[src/rtl/mem_pkg.sv]
// Shared types and helpers for the memory stage: op codes, FSM states, lane geometry.
package mem_pkg;

    typedef enum logic [3:0] {
        NONE = 4'd0,
        LB   = 4'd1,
        LBU  = 4'd2,
        LH   = 4'd3,
        LHU  = 4'd4,
        LW   = 4'd5,
        SB   = 4'd6,
        SH   = 4'd7,
        SW   = 4'd8,
        LD   = 4'd9,
        SD   = 4'd10
    } mem_op_e;

    typedef enum logic [1:0] {
        IDLE,
        REQ,
        RESP,
        DONE
    } mem_state_e;

    localparam int unsigned BYTE_W = 8;

    function automatic int unsigned lane_bytes(input int unsigned data_w);
        return data_w / BYTE_W;
    endfunction

    function automatic int unsigned off_bits(input int unsigned data_w);
        return $clog2(data_w / BYTE_W);
    endfunction

    function automatic logic is_load(input mem_op_e op);
        return op inside {LB, LBU, LH, LHU, LW, LD};
    endfunction

    function automatic logic is_store(input mem_op_e op);
        return op inside {SB, SH, SW, SD};
    endfunction

    // Byte-offset bits kept after natural alignment of the access size.
    function automatic logic [2:0] size_mask(input mem_op_e op);
        case (op)
            LH, LHU, SH: return 3'b110;
            LW, SW:      return 3'b100;
            LD, SD:      return 3'b000;
            default:     return 3'b111;
        endcase
    endfunction

endpackage

[src/rtl/mem_stage_hs_if.sv]
// Request/grant/response data-memory port of the memory stage.
interface mem_stage_hs_if #(
    parameter int unsigned DATA_W = 32
);
    logic                  mem_req;
    logic                  mem_gnt;
    logic [31:0]           mem_addr;
    logic [DATA_W/8-1:0]   mem_wstrb;
    logic [DATA_W-1:0]     mem_wdata;
    logic                  mem_rvalid;
    logic [DATA_W-1:0]     mem_rdata;

    modport master (
        output mem_req, mem_addr, mem_wstrb, mem_wdata,
        input  mem_gnt, mem_rvalid, mem_rdata
    );

    modport slave (
        input  mem_req, mem_addr, mem_wstrb, mem_wdata,
        output mem_gnt, mem_rvalid, mem_rdata
    );
endinterface

[src/rtl/mem_load_align.sv]
// Load lane select and sign/zero extension of a memory read word.
module mem_load_align
    import mem_pkg::*;
#(
    parameter int unsigned DATA_W = 32
) (
    input  mem_op_e                        op,
    input  logic [off_bits(DATA_W)-1:0]    off,
    input  logic [DATA_W-1:0]              rdata,
    output logic [DATA_W-1:0]              data
);

    logic [DATA_W-1:0] lane;

    assign lane = rdata >> {off, 3'b000};

    always_comb begin
        data = lane;
        case (op)
            LB:      data = DATA_W'($signed(lane[7:0]));
            LBU:     data = DATA_W'(lane[7:0]);
            LH:      data = DATA_W'($signed(lane[15:0]));
            LHU:     data = DATA_W'(lane[15:0]);
            LW:      data = DATA_W'($signed(lane[31:0]));
            default: data = lane;
        endcase
    end

endmodule

[src/rtl/mem_stage_hs.sv]
// Memory stage: single-slot EX->WB handshake with a req/gnt/rvalid data port.
// Define MEM_STAGE_MISALIGN_EXC_EN to trap misaligned accesses on out_excp instead of aligning down.
module mem_stage_hs
    import mem_pkg::*;
#(
    parameter int unsigned DATA_W = 32,
    parameter int unsigned RF_AW  = 5
) (
    input  logic               clk,
    input  logic               rst,
    input  logic               in_valid,
    output logic               in_ready,
    input  logic [31:0]        in_pc,
    input  mem_op_e            in_op,
    input  logic [DATA_W-1:0]  in_ex_result,
    input  logic [DATA_W-1:0]  in_wdata,
    input  logic               in_rf_we,
    input  logic [RF_AW-1:0]   in_rf_waddr,
    mem_stage_hs_if.master     mem,
    output logic               out_valid,
    input  logic               out_ready,
    output logic [31:0]        out_pc,
    output logic               out_rf_we,
    output logic [RF_AW-1:0]   out_rf_waddr,
    output logic [DATA_W-1:0]  out_rf_wdata,
`ifdef MEM_STAGE_MISALIGN_EXC_EN
    output logic               out_excp,
`endif
    output logic               stallreq_for_load
);

    localparam int unsigned NB    = lane_bytes(DATA_W);
    localparam int unsigned OFF_W = off_bits(DATA_W);

    mem_state_e          state_q, state_d, accept_target;
    mem_op_e             eff_op, op_q;
    logic [OFF_W-1:0]    off, aoff, aoff_q;
    logic [31:0]         addr_q;
    logic [NB-1:0]       strb, wstrb_q;
    logic [DATA_W-1:0]   wdata_rep, wdata_q, load_data;
    logic                accept, take_exc, mem_op;

    always_comb begin
        eff_op = in_op;
        if (DATA_W == 32 && (in_op == LD || in_op == SD))
            eff_op = NONE;
    end

    assign mem_op = is_load(eff_op) | is_store(eff_op);
    assign off    = in_ex_result[OFF_W-1:0];
    assign aoff   = off & OFF_W'(size_mask(eff_op));

`ifdef MEM_STAGE_MISALIGN_EXC_EN
    assign take_exc = mem_op & (off != aoff);
`else
    assign take_exc = 1'b0;
`endif

    assign accept_target = (mem_op & ~take_exc) ? REQ : DONE;

    always_comb begin
        strb      = '0;
        wdata_rep = '0;
        case (eff_op)
            SB: begin
                strb      = NB'(1) << aoff;
                wdata_rep = {NB{in_wdata[7:0]}};
            end
            SH: begin
                strb      = NB'(2'b11) << aoff;
                wdata_rep = {(NB/2){in_wdata[15:0]}};
            end
            SW: begin
                strb      = NB'(4'hF) << aoff;
                wdata_rep = {(NB/4){in_wdata[31:0]}};
            end
            SD: begin
                strb      = '1;
                wdata_rep = in_wdata;
            end
            default: ;
        endcase
    end

    // A DONE slot drained this cycle may be refilled in the same cycle.
    always_comb begin
        state_d           = state_q;
        in_ready          = 1'b0;
        out_valid         = 1'b0;
        mem.mem_req       = 1'b0;
        stallreq_for_load = 1'b0;
        case (state_q)
            IDLE: in_ready = 1'b1;
            REQ: begin
                mem.mem_req       = 1'b1;
                stallreq_for_load = is_load(op_q);
                if (mem.mem_gnt)
                    state_d = is_load(op_q) ? RESP : DONE;
            end
            RESP: begin
                stallreq_for_load = 1'b1;
                if (mem.mem_rvalid)
                    state_d = DONE;
            end
            DONE: begin
                out_valid = 1'b1;
                in_ready  = out_ready;
                if (out_ready)
                    state_d = IDLE;
            end
            default: state_d = IDLE;
        endcase
        accept = in_valid & in_ready;
        if (accept)
            state_d = accept_target;
    end

    always_ff @(posedge clk or negedge rst) begin
        if (!rst) begin
            state_q      <= IDLE;
            op_q         <= NONE;
            aoff_q       <= '0;
            addr_q       <= '0;
            wstrb_q      <= '0;
            wdata_q      <= '0;
            out_pc       <= '0;
            out_rf_we    <= 1'b0;
            out_rf_waddr <= '0;
            out_rf_wdata <= '0;
`ifdef MEM_STAGE_MISALIGN_EXC_EN
            out_excp     <= 1'b0;
`endif
        end else begin
            state_q <= state_d;
            if (accept) begin
                op_q         <= eff_op;
                aoff_q       <= aoff;
                addr_q       <= {in_ex_result[31:OFF_W], {OFF_W{1'b0}}};
                wstrb_q      <= take_exc ? '0 : strb;
                wdata_q      <= wdata_rep;
                out_pc       <= in_pc;
                out_rf_waddr <= in_rf_waddr;
                out_rf_we    <= in_rf_we & ~is_store(eff_op) & ~take_exc;
                out_rf_wdata <= in_ex_result;
`ifdef MEM_STAGE_MISALIGN_EXC_EN
                out_excp     <= take_exc;
`endif
            end else if (state_q == RESP && mem.mem_rvalid) begin
                out_rf_wdata <= load_data;
            end
        end
    end

    assign mem.mem_addr  = addr_q;
    assign mem.mem_wstrb = wstrb_q;
    assign mem.mem_wdata = wdata_q;

    mem_load_align #(
        .DATA_W (DATA_W)
    ) u_load_align (
        .op    (op_q),
        .off   (aoff_q),
        .rdata (mem.mem_rdata),
        .data  (load_data)
    );

endmodule

[src/flat_wrapper.sv]
// flat-port wrapper written by rule: the top's interface ports become plain ports
module mem_stage_hs_flat import mem_pkg::*;
#(
    parameter int unsigned DATA_W = 32,
    parameter int unsigned RF_AW  = 5
)
  (clk, rst, in_valid, in_ready, in_pc, in_op, in_ex_result, in_wdata, in_rf_we, in_rf_waddr, out_valid, out_ready, out_pc, out_rf_we, out_rf_waddr, out_rf_wdata, stallreq_for_load, mem_mem_req, mem_mem_addr, mem_mem_wstrb, mem_mem_wdata, mem_mem_gnt, mem_mem_rvalid, mem_mem_rdata);
  mem_stage_hs_if #(.DATA_W(DATA_W)) mem_i ();
  input  logic clk;
  input  logic rst;
  input  logic in_valid;
  output logic in_ready;
  input  logic [31:0] in_pc;
  input  mem_op_e in_op;
  input  logic [DATA_W-1:0] in_ex_result;
  input  logic [DATA_W-1:0] in_wdata;
  input  logic in_rf_we;
  input  logic [RF_AW-1:0] in_rf_waddr;
  output logic out_valid;
  input  logic out_ready;
  output logic [31:0] out_pc;
  output logic out_rf_we;
  output logic [RF_AW-1:0] out_rf_waddr;
  output logic [DATA_W-1:0] out_rf_wdata;
  output logic stallreq_for_load;
  output wire logic [$bits(mem_i.mem_req)-1:0] mem_mem_req;
  output wire logic [$bits(mem_i.mem_addr)-1:0] mem_mem_addr;
  output wire logic [$bits(mem_i.mem_wstrb)-1:0] mem_mem_wstrb;
  output wire logic [$bits(mem_i.mem_wdata)-1:0] mem_mem_wdata;
  input wire logic [$bits(mem_i.mem_gnt)-1:0] mem_mem_gnt;
  input wire logic [$bits(mem_i.mem_rvalid)-1:0] mem_mem_rvalid;
  input wire logic [$bits(mem_i.mem_rdata)-1:0] mem_mem_rdata;
  assign mem_mem_req = mem_i.mem_req;
  assign mem_mem_addr = mem_i.mem_addr;
  assign mem_mem_wstrb = mem_i.mem_wstrb;
  assign mem_mem_wdata = mem_i.mem_wdata;
  assign mem_i.mem_gnt = mem_mem_gnt;
  assign mem_i.mem_rvalid = mem_mem_rvalid;
  assign mem_i.mem_rdata = mem_mem_rdata;
  mem_stage_hs #(.DATA_W(DATA_W), .RF_AW(RF_AW)) u_core (.clk(clk), .rst(rst), .in_valid(in_valid), .in_ready(in_ready), .in_pc(in_pc), .in_op(in_op), .in_ex_result(in_ex_result), .in_wdata(in_wdata), .in_rf_we(in_rf_we), .in_rf_waddr(in_rf_waddr), .mem(mem_i), .out_valid(out_valid), .out_ready(out_ready), .out_pc(out_pc), .out_rf_we(out_rf_we), .out_rf_waddr(out_rf_waddr), .out_rf_wdata(out_rf_wdata), .stallreq_for_load(stallreq_for_load));
endmodule
[config.mk]
export PLATFORM = sky130hd
export DESIGN_NAME = mem_stage_hs_flat
export DESIGN_NICKNAME = d
export VERILOG_FILES = /design/src/rtl/mem_pkg.sv /design/src/rtl/mem_stage_hs_if.sv /design/src/rtl/mem_load_align.sv /design/src/rtl/mem_stage_hs.sv /design/src/flat_wrapper.sv
export SDC_FILE = /design/constraint.sdc
export NUM_CORES = 1
export LEC_CHECK = 0
export ABC_CLOCK_PERIOD_IN_PS = 3300
export BUFFER_PORTS_ARGS = -buffer_cell sky130_fd_sc_hd__buf_2
export CORE_UTILIZATION = 52
export CTS_CLUSTER_SIZE = 24
export DETAILED_ROUTE_END_ITERATION = 10
export GPL_TIMING_DRIVEN = 0
export PLACE_DENSITY = 0.94
export SLEW_MARGIN = 5
export SYNTH_ARGS = -nofsm -noshare
export SYNTH_HDL_FRONTEND = slang
export SYNTH_SLANG_ARGS = --single-unit
[constraint.sdc]
create_clock -name clk -period 3.3 [get_ports clk]
set_input_delay 0.33 -clock clk [delete_from_list [all_inputs] [get_ports clk]]
set_output_delay 0.33 -clock clk [all_outputs]
set_load 0.01 [all_outputs]
# [After elaboration in Yosys (flattened, before gate mapping)]
# Index checks and enable logic that the tools add are counted.
[word_totals] latch_bits=0 out_inout_bits=142 elab_cells=74 mem_count=0 ram_bits=0 in_bits=144 reg_bits=144 rom_bits=0
[op_classes] n_mux=18 shift=4 reduce_logical=13 n_bitwise=5 div=0 eq_ne=24 n_mul=0 add_sub_neg=0 n_lt_le_gt_ge=0
[op_table] cell="$pmux W32 S4" n=1
[op_table] cell="$pmux W32 S3" n=1
[op_table] cell="$mux W32" n=2
[op_table] cell="$shr A32 B5 Y32" n=1
[op_table] cell="$eq A4 B3 Y1 const B" n=6
[op_table] cell="$eq A4 B4 Y1 const B" n=6
[op_table] cell="$eq A4 B2 Y1 const B" n=4
[op_table] cell="$pmux W4 S4" n=1
[op_table] cell="$pmux W2 S3" n=2
[op_table] cell="$reduce_bool A6 Y1" n=2
[op_table] cell="$mux W2" n=5
[op_table] cell="$ne A3 B2 Y1 const B" n=3
[op_table] cell="$eq A4 B1 Y1 const B" n=2
[op_table] cell="$reduce_bool A4 Y1" n=2
[op_table] cell="$reduce_or A2 Y1" n=3
[op_table] cell="$eq A2 B2 Y1 const B" n=2
[op_table] cell="$mux W4" n=1
[op_table] cell="$pmux W1 S2" n=2
[op_table] cell="$reduce_and A4 Y1" n=1
[op_table] cell="$shl A1 B2 Y4 const A" n=1
[op_table] cell="$shl A2 B2 Y4 const A" n=1
[op_table] cell="$shl A4 B2 Y4 const A" n=1
[op_table] cell="$mux W1" n=3
[op_table] cell="$reduce_or A3 Y1" n=1
[op_table] cell="9 further kinds" n=10

# [Longest topological paths before layout]
# Gate-level depths: netlist of the first run.
[logic_depth] word_depth=9 depth_mapped=9 ltp_nobuf=6

# [By module]
# Synthesis of the first run repeated with hierarchy kept, for this count alone.
[hier_totals] hier_cells=745 hier_area_um2=7016.7
[by_module_without_submodules] mod="mem_stage_hs" cells_each=638 area_each_um2=6261.0 n_inst=1 seq_area_each_um2=3603.5
[by_module_without_submodules] mod="mem_load_align" cells_each=107 area_each_um2=755.7 n_inst=1 seq_area_each_um2=0.0

# [Worst setup path before layout of the first run]
# Ideal clock, no wire load.
[synth_timing] path_type="reg2reg" start="register u_core.state_q[0]" end="register u_core.out_rf_wdata[22]" n_path_buf=2 t_required_ns=3.167 stages_incl_launch_ff=8 path_slack_ns=1.469 period_less_slack_ns=1.831 arrival_ns=1.699 cell_sequence="dfrtp_1 ha_1 a21o_1 and2_1 buf_2 a311oi_4 buf_6 a22oi_2"
[synth_via] elab_chain_cells=4 elab_cells_between_ends=8
[synth_rtl] element="start, declared" line="mem_stage_hs.sv:35" text="mem_state_e state_q, state_d, accept_target;"
[synth_rtl] element="start signal, assigned" line="mem_stage_hs.sv:134" text="state_q <= state_d;"
[synth_rtl] element="$eq A2 B2 Y1 / $logic_not A2 Y1 (equally long branches)" line="mem_stage_hs.sv:92" text="case (state_q)"
[synth_rtl] element="$pmux W1 S2" line="mem_stage_hs.sv:92"
[synth_rtl] element="$and A1 B1 Y1" line="mem_stage_hs.sv:113" text="accept = in_valid & in_ready;"
[synth_rtl] element="$mux W32 / $reduce_bool A2 Y1 (equally long branches)"
[synth_rtl] element="end signal, assigned" line="mem_stage_hs.sv:144" text="out_rf_wdata <= in_ex_result;"
[synth_rtl] element="end signal, assigned" line="mem_stage_hs.sv:149" text="out_rf_wdata <= load_data;"
[synth_rtl] element="end, declared" line="mem_stage_hs.sv:25" text="output logic [DATA_W-1:0] out_rf_wdata,"
# Parallel ways exist; a longest one is shown, timed or not.
# A chain may end at the register's enable or synchronous reset.

# [Worst setup path after layout of the first run]
[layout_timing] start="register u_core.state_q[0]" end="register u_core.out_rf_wdata[23]"
# Same word-level chain as after synthesis.

==> flow_metrics.py, run 1 <==
metrics = {
    "run_status": {
        "run_status": "completed",
    },
    "route": {
        "wl_per_cell_um": 17.5,
        "antenna_viol_nets_final": 0,
        "drt_pass1_iterations": 5,
        "dr.first_iter.drc_count": 479,
        "detail_route.drc_violations": 0,
        "drt-vias-per-instance": 5.46,
        "vias": 6530,
        "wl_mm": 20.9,
    },
    "synthesis": {
        "synth_sequential_area_ratio": 0.531,
        "yosys_warnings": 0,
        "mappedNetlistArea_mm2": 0.00679,
        "syn_avg_cell_area_um2": 9.56,
        "post-synth-top-count-cell": "sky130_fd_sc_hd__nand2_1",
        "yosys.area.top_type": "sky130_fd_sc_hd__dfrtp_1",
        "synthTopCellsByCount": "sky130_fd_sc_hd__nand2_1, sky130_fd_sc_hd__dfrtp_1, sky130_fd_sc_hd__nor2_1",
        "synth_ff_type": "sky130_fd_sc_hd__dfrtp_1",
        "cell_variety_after_synth": 53,
        "synth_enable_flop_cells": 0,
        "synthTopCellsByArea": "sky130_fd_sc_hd__dfrtp_1, sky130_fd_sc_hd__nand2_1, sky130_fd_sc_hd__mux2i_1",
        "yosys_register_bits": 144,
        "synth_top_area_share": 0.531,
        "netlist_instances": 710,
        "asr_flop_ratio_synth": 1.00,
    },
    "critical_path": {
        "startpoint_type": "flop",
        "worst_flop_to_flop_path_startpoint": "u_core.state_q[0]$_DFFE_PN0P_",
        "cp-end-kind": "flop",
        "crit_fanout": 10,
        "worst-endpoint-required_ns": 3.65,
        "crit_path_kind": "reg2reg",
        "timing.reg2reg.worst_path_depth": 8,
        "slowest_delay_ns": 0.52,
        "crit_path_max_delay_cell_type": "sky130_fd_sc_hd__buf_1",
        "crit_arrival_ns": 2.72,
        "ordered_list_of_cells_on_the_worst_path": "inv_1 -> ha_1 -> nor2b_1 -> and2_1 -> buf_2 -> buf_1 -> nand2_1 -> a22oi_2",
        "cp_num_buf_inv": 3,
        "r2r_setup_slack_ns": 0.92,
        "timing.critical_path.max_delay_family": "buffers and inverters",
        "crit-reg2reg-capture": "u_core.out_rf_wdata[23]$_DFFE_PN0P_",
    },
    "final_layout": {
        "area_growth_pct": 33.2,
        "layout.core_utilization": 0.713,
        "diodes": 0,
        "final_net_count": 1161,
        "layout_cell_share_with_drive_strength_beyond_1": 0.361,
    },
    "grt": {
        "global_route.usage.total": 0.318,
        "grt.busiest_layer": "met2",
        "use_met3": 0.0778,
        "grt_pass1_vias": 6298,
        "gr-usage-met1": 0.399,
        "first_pass_grt_wire_length_mm": 32.1,
        "globalRoute.totalOverflow": 0,
        "antenna_violations_before_repair": 0,
        "largest_net_degree_at_the_start_of_global_routing": 75,
        "grt_use_met2": 0.516,
    },
    "sta": {
        "worst_margin_slew_ns": 0.659,
        "final_hold_violating_endpoints": 0,
        "slew_violations": 0,
        "setup_ws_ns": 0.923,
        "layout_min_cycle_time_ns": 2.38,
        "clock.fmax_mhz": 421,
        "finalSetupViolCount": 0,
        "finalCritPeriodShare": 0.720,
        "timing.slew.headroom": 0.561,
        "rsz0062_at_grt": "no",
        "final.setup_skew_ns": 0.00608,
    },
    "clocking": {
        "clockRootBuffer": "sky130_fd_sc_hd__clkbuf_16",
        "cts.repair_timing.setup_buffer_count": 0,
        "cts-hold-fix-buffers": 1,
        "numCtsBuffers": 17,
        "clock_path_buffers": 2,
        "postCtsResizedCells": 0,
        "cts_num_sinks": 144,
        "cts_tree": "built",
        "worstSkewPairLatency_ns": 0.43,
        "clock_transition_at_the_registers_of_the_reported_paths_ns": 0.06,
        "htree_num_levels": 4,
    },
    "power_and_ir_drop": {
        "netSwitchingPower_w": 0.00346,
        "power.internal_w": 0.00536,
        "power.clock.fraction": 0.217,
        "standby_leakage_power_nw": 4.78,
        "power.density_mw_per_mm2": 975,
        "power.share.sequential": 0.344,
        "p_sw_frac": 0.392,
        "comb_power_share": 0.438,
        "vdd.ir_drop.worst_v": 0.000563,
    },
    "worst_hold_path": {
        "number_of_stages_on_the_worst_hold_path": 3,
        "worst_hold_path.endpoint": "u_core.out_pc[27]$_DFFE_PN0P_",
        "hold_path_class": "in2reg",
        "hold_path_startpoint": "in_pc[27]",
    },
    "floorplan": {
        "initial_core_util": 0.536,
        "floorplan.die_area_mm2": 0.0135,
        "top_level_ports": 286,
        "die_h_um": 116,
        "die_width_um": 116,
        "core-area_mm2": 0.0127,
        "floorplan.rows": 41,
    },
    "job": {
        "max_cap_violations": 0,
    },
    "placement": {
        "hpwl_mm": 15.6,
        "io_buffer_count": 280,
        "place.gp.congestion": 0.903,
        "detailedPlace.worstSlack_ns": 0.918,
    },
}
[worst max-delay path by stage]
stage                                       start                                   to  cells past startpoint
floorplan           u_core.state_q[0]$_DFFE_PN0P_  u_core.out_rf_wdata[22]$_DFFE_PN0P_                      7
global placement                              rst        u_core.out_pc[22]$_DFFE_PN0P_                      1
detailed placement  u_core.state_q[0]$_DFFE_PN0P_        u_core.out_pc[11]$_DFFE_PN0P_                      7
CTS                 u_core.state_q[0]$_DFFE_PN0P_        u_core.out_pc[18]$_DFFE_PN0P_                      7
global route        u_core.state_q[0]$_DFFE_PN0P_        u_core.out_pc[12]$_DFFE_PN0P_                      8
finish              u_core.state_q[0]$_DFFE_PN0P_  u_core.out_rf_wdata[23]$_DFFE_PN0P_                      8
[flip-flops by register name, indices dropped and copies added, names as in the netlist]
| name | count |
|---|---|
| u_core.mem.mem_wdata | 32 |
| u_core.mem.mem_wstrb | 4 |
| u_core.mem.mem_addr | 30 |
| u_core.aoff_q | 2 |
| u_core.out_rf_wdata | 32 |
| u_core.state_q | 2 |
| u_core.out_rf_we | 1 |
| u_core.out_rf_waddr | 5 |
| u_core.out_pc | 32 |
| u_core.op_q | 4 |
[cell type report]
| type | instances | area, µm² |
|---|---|---|
| multi-input cells | 510 | 2910 |
| clock inverters | 4 | 72.6 |
| clock buffers | 28 | 517 |
| flip-flops and latches | 144 | 3600 |
| repair buffers | 282 | 1450 |
| fillers | 912 | 3630 |
| plain buffers | 50 | 254 |
| inverters | 7 | 26.3 |
| well taps | 172 | 215 |
[per-stage QoR]
step | power [W] | area (µm²) | instances | TNS (ns) | hold slack (ns)
after floorplan | 0.00532 | 6790 | 711 | 0 | 0.0344
after global placement | 0.00668 | 8410 | 1163 | -6.24 | 0.449
after detailed placement | 0.00688 | 8440 | 1164 | 0 | 0.378
after CTS | 0.00881 | 9040 | 1197 | 0 | 0.0804
after global routing | 0.00941 | 9040 | 1197 | 0 | 0.0948
final | 0.00882 | 9040 | 1197 | 0 | 0.0917
[cells by family (layout without fill, tap and decap cells)]
| logic type | count (synthesis) | after routing | synth area share |
|---|---|---|---|
| and+or+nand+nor | 316 | 316 | 0.189 |
| muxes | 45 | 45 | 0.0717 |
| buffers and inverters | 57 | 371 | 0.0413 |
| xor gates and xnor gates | 5 | 5 | 0.00645 |
| DFF | 144 | 144 | 0.531 |
| adders and majority gates | 5 | 5 | 0.00922 |
| other | 1 | 2 | 0.000553 |
| AOI/OAI and AO/OA | 137 | 137 | 0.150 |
[power groups by stage]
stage / sequential [W] / combinational (W) / clock (W)
after detailed placement: 0.00304 / 0.00384 / 0
after CTS: 0.00302 / 0.00386 / 0.00193
after floorplan: 0.00339 / 0.00193 / 0
after global placement: 0.00300 / 0.00369 / 0
after global routing: 0.00312 / 0.00428 / 0.00201
final: 0.00304 / 0.00386 / 0.00192
[placed cells by master (no fill, tap or decap), types with 17 or more instances in the layout]
cell type                     n
sky130_fd_sc_hd__dfrtp_1    144
sky130_fd_sc_hd__buf_2      299
sky130_fd_sc_hd__clkbuf_1    21
sky130_fd_sc_hd__clkbuf_16   17
sky130_fd_sc_hd__mux2_2      19
sky130_fd_sc_hd__nand2_1    236
sky130_fd_sc_hd__a221oi_1    24
sky130_fd_sc_hd__nor2_1      53
sky130_fd_sc_hd__mux2i_1     25
sky130_fd_sc_hd__o21ai_0     46
[routing by layer]
metal,part of all wire,wire (µm)
met1,0.40,8300
met2,0.49,10300
met3,0.077,1610
met4,0.035,740
met5,0,0
[worst reg2reg max path: stages (launching register included)]
cell	delay (ns)
sky130_fd_sc_hd__dfrtp_1	0.43
sky130_fd_sc_hd__inv_1	0.09
sky130_fd_sc_hd__ha_1	0.33
sky130_fd_sc_hd__nor2b_1	0.14
sky130_fd_sc_hd__and2_1	0.13
sky130_fd_sc_hd__buf_2	0.22
sky130_fd_sc_hd__buf_1	0.52
sky130_fd_sc_hd__nand2_1	0.25
sky130_fd_sc_hd__a22oi_2	0.19
Power figures use the tool's default switching activity.
==> inputs of run 2 (changes only) <==
- ABC_CLOCK_PERIOD_IN_PS: 3300 -> 2120
- CORE_UTILIZATION: 52 -> 44
- PLACE_DENSITY: 0.94 -> 0.85
- clock period: 3.3 -> 2.12 ns (I/O delays scaled with it)
==> flow_metrics.py, run 2 (synthesized netlist as in run 1, its figures left out) <==
metrics = {
    "run_status": {
        "run_status": "completed",
    },
    "placement": {
        "io_buffer_count": 280,
        "placedCellCount": 1180,
        "place.gp.congestion": 0.894,
        "placed_cell_area_mm2": 0.00846,
        "hpwl_mm": 16.2,
    },
    "sta": {
        "hold_slack_ns": 0.0153,
        "final.setup_skew_ns": 0.0115,
        "layout_min_cycle_time_ns": 1.99,
        "final_hold_violating_endpoints": 0,
        "finalCritPeriodShare": 0.939,
        "timing.slew.headroom": 0.581,
        "finalSetupViolCount": 0,
        "clock.fmax_mhz": 502,
        "slew_violations": 0,
        "worst_margin_slew_ns": 0.626,
    },
    "clocking": {
        "clockRootBuffer": "sky130_fd_sc_hd__clkbuf_16",
        "clock_transition_at_the_registers_of_the_reported_paths_ns": 0.06,
        "numCtsBuffers": 17,
        "cts_tree": "built",
        "cts_num_sinks": 144,
        "htree_num_levels": 4,
        "worstSkewPairLatency_ns": 0.42,
        "clock_path_buffers": 2,
    },
    "critical_path": {
        "crit_arrival_ns": 1.78,
        "crit_path_kind": "reg2out",
        "cp-end-kind": "output pin",
        "worst_flop_to_flop_path_startpoint": "u_core.state_q[0]$_DFFE_PN0P_",
        "startpoint_type": "flop",
        "r2r_setup_slack_ns": 0.14,
        "timing.reg2reg.worst_path_depth": 8,
        "crit-reg2reg-capture": "u_core.out_rf_wdata[22]$_DFFE_PN0P_",
        "worst-endpoint-required_ns": 1.91,
        "crit_fanout": 8,
    },
    "route": {
        "wl_per_cell_um": 17.8,
        "wl_mm": 22.2,
        "drt_pass1_iterations": 5,
        "detail_route.drc_violations": 0,
        "drt-vias-per-instance": 5.40,
        "antenna_viol_nets_final": 0,
        "dr.first_iter.drc_count": 493,
        "vias": 6718,
    },
    "final_layout": {
        "area_growth_pct": 39.2,
        "finalNonFillerCells": 1245,
        "layout_cell_share_with_drive_strength_beyond_1": 0.380,
        "final_common_cell": "sky130_fd_sc_hd__buf_2",
        "fin_area_mm2": 0.00945,
        "final_net_count": 1192,
        "layout.cells.most_common_list": "sky130_fd_sc_hd__buf_2, sky130_fd_sc_hd__nand2_1, sky130_fd_sc_hd__dfrtp_1, sky130_fd_sc_hd__nor2_1, sky130_fd_sc_hd__o21ai_0",
    },
    "floorplan": {
        "die_width_um": 126,
        "initial_core_util": 0.448,
        "floorplan.rows": 45,
        "core-area_mm2": 0.0151,
        "floorplan.die_area_mm2": 0.0159,
        "top_level_ports": 286,
        "die_h_um": 126,
    },
    "power_and_ir_drop": {
        "vdd.ir_drop.worst_v": 0.000654,
        "power.share.sequential": 0.341,
        "p_sw_frac": 0.396,
        "comb_power_share": 0.445,
        "netSwitchingPower_w": 0.00550,
        "design_power_total_w": 0.0139,
        "power.clock.fraction": 0.214,
        "standby_leakage_power_nw": 4.96,
        "power.density_mw_per_mm2": 1470,
        "power.internal_w": 0.00839,
    },
    "grt": {
        "largest_net_degree_at_the_start_of_global_routing": 89,
        "antenna_violations_before_repair": 1,
        "grt_pass1_vias": 6519,
        "first_pass_grt_wire_length_mm": 34.4,
        "global_route.usage.total": 0.281,
        "globalRoute.totalOverflow": 0,
    },
    "worst_hold_path": {
        "hold_path_class": "in2reg",
        "hold_path_startpoint": "in_pc[15]",
        "number_of_stages_on_the_worst_hold_path": 3,
        "worst_hold_path.endpoint": "u_core.out_pc[15]$_DFFE_PN0P_",
    },
    "job": {
        "max_cap_violations": 0,
    },
}
==> run 2: cell types whose count changed in the layout (fill, tap and decap cells not counted), moves of 2 or more <==
| cell | delta |
|---|---|
| sky130_fd_sc_hd__inv_6 | +2 |
| sky130_fd_sc_hd__buf_1 | -5 |
| sky130_fd_sc_hd__clkbuf_4 | +3 |
| sky130_fd_sc_hd__clkbuf_8 | -3 |
| sky130_fd_sc_hd__clkbuf_2 | +10 |
| sky130_fd_sc_hd__ha_1 | -2 |
| sky130_fd_sc_hd__buf_4 | +6 |
| sky130_fd_sc_hd__ha_4 | +2 |
| sky130_fd_sc_hd__clkinv_4 | +3 |
| sky130_fd_sc_hd__clkbuf_1 | -16 |
| sky130_fd_sc_hd__dlygate4sd3_1 | +28 |
| sky130_fd_sc_hd__clkinv_2 | +2 |
==> run 2: critical path, cell delays in order (launching register included) <==
cell and delay [ns]:
sky130_fd_sc_hd__dfrtp_1 0.35, sky130_fd_sc_hd__buf_2 0.17, sky130_fd_sc_hd__nand2b_1 0.19, sky130_fd_sc_hd__o22ai_1 0.27
sky130_fd_sc_hd__a21oi_1 0.12, sky130_fd_sc_hd__nor2b_1 0.12, sky130_fd_sc_hd__buf_2 0.15
==> run 2: worst max path at each step <==
stage                                  start                             endpoint  slack (ns)  cells past startpoint
5_1_grt           u_core.op_q[1]$_DFFE_PN0P_                    stallreq_for_load       -0.03                      6
4_1_cts        u_core.state_q[0]$_DFFE_PN0P_  u_core.out_rf_wdata[22]$_DFFE_PN0P_        0.02                      7
2_1_floorplan  u_core.state_q[0]$_DFFE_PN0P_  u_core.out_rf_wdata[22]$_DFFE_PN0P_        0.29                      7
3_3_place_gp                             rst  u_core.mem.mem_addr[12]$_DFFE_PN0P_       -1.20                      1
6_report          u_core.op_q[1]$_DFFE_PN0P_                    stallreq_for_load        0.13                      6
3_5_place_dp   u_core.state_q[0]$_DFFE_PN0P_         u_core.out_pc[9]$_DFFE_PN0P_       -0.34                      8
==> run 2: layout make-up <==
class | count | area (µm²)
fill | 1280 | 5700
sequential | 144 | 3600
multi-input combinational | 510 | 2940
timing repair buffer | 313 | 1750
clock buffer | 20 | 457
buffer | 50 | 295
tap | 188 | 235
clock inverter | 12 | 134
inverter | 7 | 26.3
antenna | 1 | 2.50
==> run 2: power by group through the flow <==
stage               clock network [W]  logic, W  registers (W)
floorplan                           0   0.00301        0.00527
global placement                    0   0.00577        0.00469
detailed placement                  0   0.00596        0.00475
CTS                           0.00301   0.00605        0.00472
global route                  0.00314   0.00680        0.00487
finish                        0.00297   0.00618        0.00474
==> run 2: repair_timing <==
action | in CTS | in global routing
gates resized for setup | 14 | 25
endpoints found under the setup margin | 127 | 129
pin swaps | 1 | 1
hold buffers | 27 | 2
hold endpoints to repair | 82 | 2
buffers inserted | 2 | 1
==> run 2: metal layers <==
metal / vias to the layer above / GRT usage / part of all wire
li1: 3097 / - / -
met5: - / 0 / 0
met2: 326 / 0.457 / 0.49
met3: 53 / 0.0624 / 0.071
met4: 0 / 0.125 / 0.026
met1: 3242 / 0.360 / 0.41
==> run 2: through the flow <==
step           setup slack, ns  setup TNS (ns)   util
2_1_floorplan            0.289               0      -
3_3_place_gp             -1.20         -187.44  0.556
3_5_place_dp            -0.336          -22.60  0.559
4_1_cts                 0.0162               0  0.618
5_1_grt                -0.0333         -0.0333  0.624
6_report                 0.129               0  0.624
==> inputs of run 3 (changes only) <==
- CORE_ASPECT_RATIO: default -> 2
==> flow_metrics.py, run 3 (synthesized netlist as in run 1, its figures left out) <==
metrics = {
    "sta": {
        "worst_margin_slew_ns": 0.594,
        "clock.fmax_mhz": 497,
        "final_hold_violating_endpoints": 0,
        "layout_min_cycle_time_ns": 2.01,
        "finalSetupViolCount": 0,
        "rsz0062_at_grt": "yes",
        "slew_violations": 0,
        "final.setup_skew_ns": 0.0107,
        "timing.slew.headroom": 0.604,
        "finalCritPeriodShare": 0.948,
        "setup_ws_ns": 0.110,
    },
    "critical_path": {
        "timing.critical_path.max_delay_family": "buffers and inverters",
        "r2r_setup_slack_ns": 0.11,
        "crit_path_kind": "reg2reg",
        "crit_fanout": 10,
        "worst_flop_to_flop_path_startpoint": "u_core.state_q[0]$_DFFE_PN0P_",
        "cp-startpoint": "u_core.state_q[0]$_DFFE_PN0P_",
        "ordered_list_of_cells_on_the_worst_path": "inv_1 -> ha_1 -> nor2b_1 -> and2_1 -> clkbuf_4 -> buf_2 -> nand2_1 -> a22oi_2",
        "worst-endpoint-required_ns": 2.45,
        "cp-end-kind": "flop",
        "crit_path_max_delay_cell_type": "sky130_fd_sc_hd__dfrtp_2",
        "crit_arrival_ns": 2.34,
        "slowest_delay_ns": 0.41,
        "cp_num_buf_inv": 3,
        "startpoint_type": "flop",
    },
    "power_and_ir_drop": {
        "power.internal_w": 0.00841,
        "power.clock.fraction": 0.217,
        "power.density_mw_per_mm2": 1460,
        "comb_power_share": 0.445,
        "power.share.sequential": 0.338,
        "vdd.ir_drop.worst_v": 0.000748,
        "standby_leakage_power_nw": 5.03,
        "netSwitchingPower_w": 0.00561,
        "design_power_total_w": 0.0140,
        "p_sw_frac": 0.400,
    },
    "placement": {
        "io_buffer_count": 280,
        "hpwl_mm": 17.3,
        "detailedPlace.worstSlack_ns": -0.280,
        "place.gp.congestion": 0.899,
        "placedCellCount": 1187,
    },
    "grt": {
        "first_pass_grt_wire_length_mm": 36.8,
        "grt_pass1_vias": 7081,
        "global_route.usage.total": 0.302,
        "antenna_violations_before_repair": 1,
        "globalRoute.totalOverflow": 0,
        "largest_net_degree_at_the_start_of_global_routing": 83,
    },
    "route": {
        "drt-vias-per-instance": 5.33,
        "wl_mm": 23.6,
        "dr.first_iter.drc_count": 313,
        "detail_route.drc_violations": 0,
        "drt_pass1_iterations": 5,
        "vias": 6752,
        "wl_per_cell_um": 18.6,
        "antenna_viol_nets_final": 0,
    },
    "final_layout": {
        "area_growth_pct": 41.4,
        "final_common_cell": "sky130_fd_sc_hd__buf_2",
        "layout.cells.most_common_list": "sky130_fd_sc_hd__buf_2, sky130_fd_sc_hd__nand2_1, sky130_fd_sc_hd__dfrtp_1, sky130_fd_sc_hd__nor2_1",
        "layout_cell_share_with_drive_strength_beyond_1": 0.370,
        "storage_element_area_mm2": 0.00360,
        "fill_cells": 1209,
        "finalNonFillerCells": 1267,
        "multiInputGateArea_mm2": 0.00291,
        "final_net_count": 1208,
    },
    "clocking": {
        "clock_path_buffers": 2,
        "clockRootBuffer": "sky130_fd_sc_hd__clkbuf_16",
        "cts_tree": "built",
        "htree_num_levels": 4,
        "clock_transition_at_the_registers_of_the_reported_paths_ns": 0.06,
        "worstSkewPairLatency_ns": 0.42,
        "numCtsBuffers": 17,
        "cts_num_sinks": 144,
    },
    "worst_hold_path": {
        "hold_path_startpoint": "in_ex_result[19]",
        "hold_path_class": "in2reg",
    },
    "floorplan": {
        "floorplan.die_area_mm2": 0.0160,
        "core-area_mm2": 0.0150,
        "initial_core_util": 0.453,
        "top_level_ports": 286,
        "die_width_um": 89.8,
        "die_h_um": 178,
        "floorplan.rows": 63,
    },
    "job": {
        "max_cap_violations": 0,
    },
    "run_status": {
        "run_status": "completed",
    },
}
[run 3: cell types whose count changed in the layout (fill, tap and decap cells not counted), sizes merged]
cell | before | now
clkinv | 6 | 4
clkbuf | 37 | 39
dlygate4sd3 | 29 | 46
buf | 317 | 314
clkinvlp | 2 | 3
[run 3: area by class of cell]
| cell class | instances | area share |
|---|---|---|
| flip-flops and latches | 144 | 0.376 |
| clock inverters | 11 | 0.0137 |
| diodes | 1 | 0.000261 |
| plain buffers | 50 | 0.0314 |
| multi-input cells | 510 | 0.303 |
| inverters | 7 | 0.00274 |
| clock buffers | 20 | 0.0486 |
| repair buffers | 329 | 0.199 |
| well taps | 195 | 0.0254 |
[run 3: worst paths after layout]
path | to | cells after the start
max | u_core.out_rf_wdata[23]$_DFFE_PN0P_ | 8
min | u_core.mem.mem_addr[19]$_DFFE_PN0P_ | 3
max reg2reg | u_core.out_rf_wdata[23]$_DFFE_PN0P_ | 8
min reg2reg | u_core.mem.mem_addr[14]$_DFFE_PN0P_ | 2
max in group asynchronous | u_core.state_q[0]$_DFFE_PN0P_ | 3
min in group asynchronous | u_core.mem.mem_addr[6]$_DFFE_PN0P_ | 2
[run 3: routing by layer]
layer  share of wire  GRT usage
met5               0          0
met4           0.070      0.219
met3           0.048     0.0557
met2            0.52      0.545
met1            0.36      0.311
[run 3: power by group through the flow]
| stage | logic [W] | registers, W | clock network, W |
|---|---|---|---|
| after floorplan | 0.00301 | 0.00527 | 0 |
| final | 0.00624 | 0.00474 | 0.00304 |
| after global routing | 0.00688 | 0.00487 | 0.00318 |
| after detailed placement | 0.00607 | 0.00473 | 0 |
| after global placement | 0.00587 | 0.00468 | 0 |
| after CTS | 0.00620 | 0.00470 | 0.00308 |
[run 3: timing repair]
action | in CTS | in global routing
hold buffers | 46 | 0
buffers inserted | 2 | 0
gates cloned | 0 | 0
gates resized for setup | 17 | 18
endpoints found under the hold margin | 107 | 0
setup endpoints to repair | 126 | 136
pin swaps | 1 | 0
[run 3: tightest hold or removal path, stage by stage]
cell	delay [ns]
sky130_fd_sc_hd__buf_2	0.07
sky130_fd_sc_hd__nand2_1	0.06
sky130_fd_sc_hd__nand2_1	0.06
[run 3: per-stage QoR]
step                 util  hold WS (ns)  cell area [µm²]  setup TNS, ns
finish              0.641        0.0133             9600              0
global route        0.641       0.00210             9600        -0.0271
CTS                 0.639      0.000173             9570              0
detailed placement  0.565         0.225             8470         -20.89
global placement    0.563         0.402             8440        -182.89
floorplan               -       -0.0836             6790              0
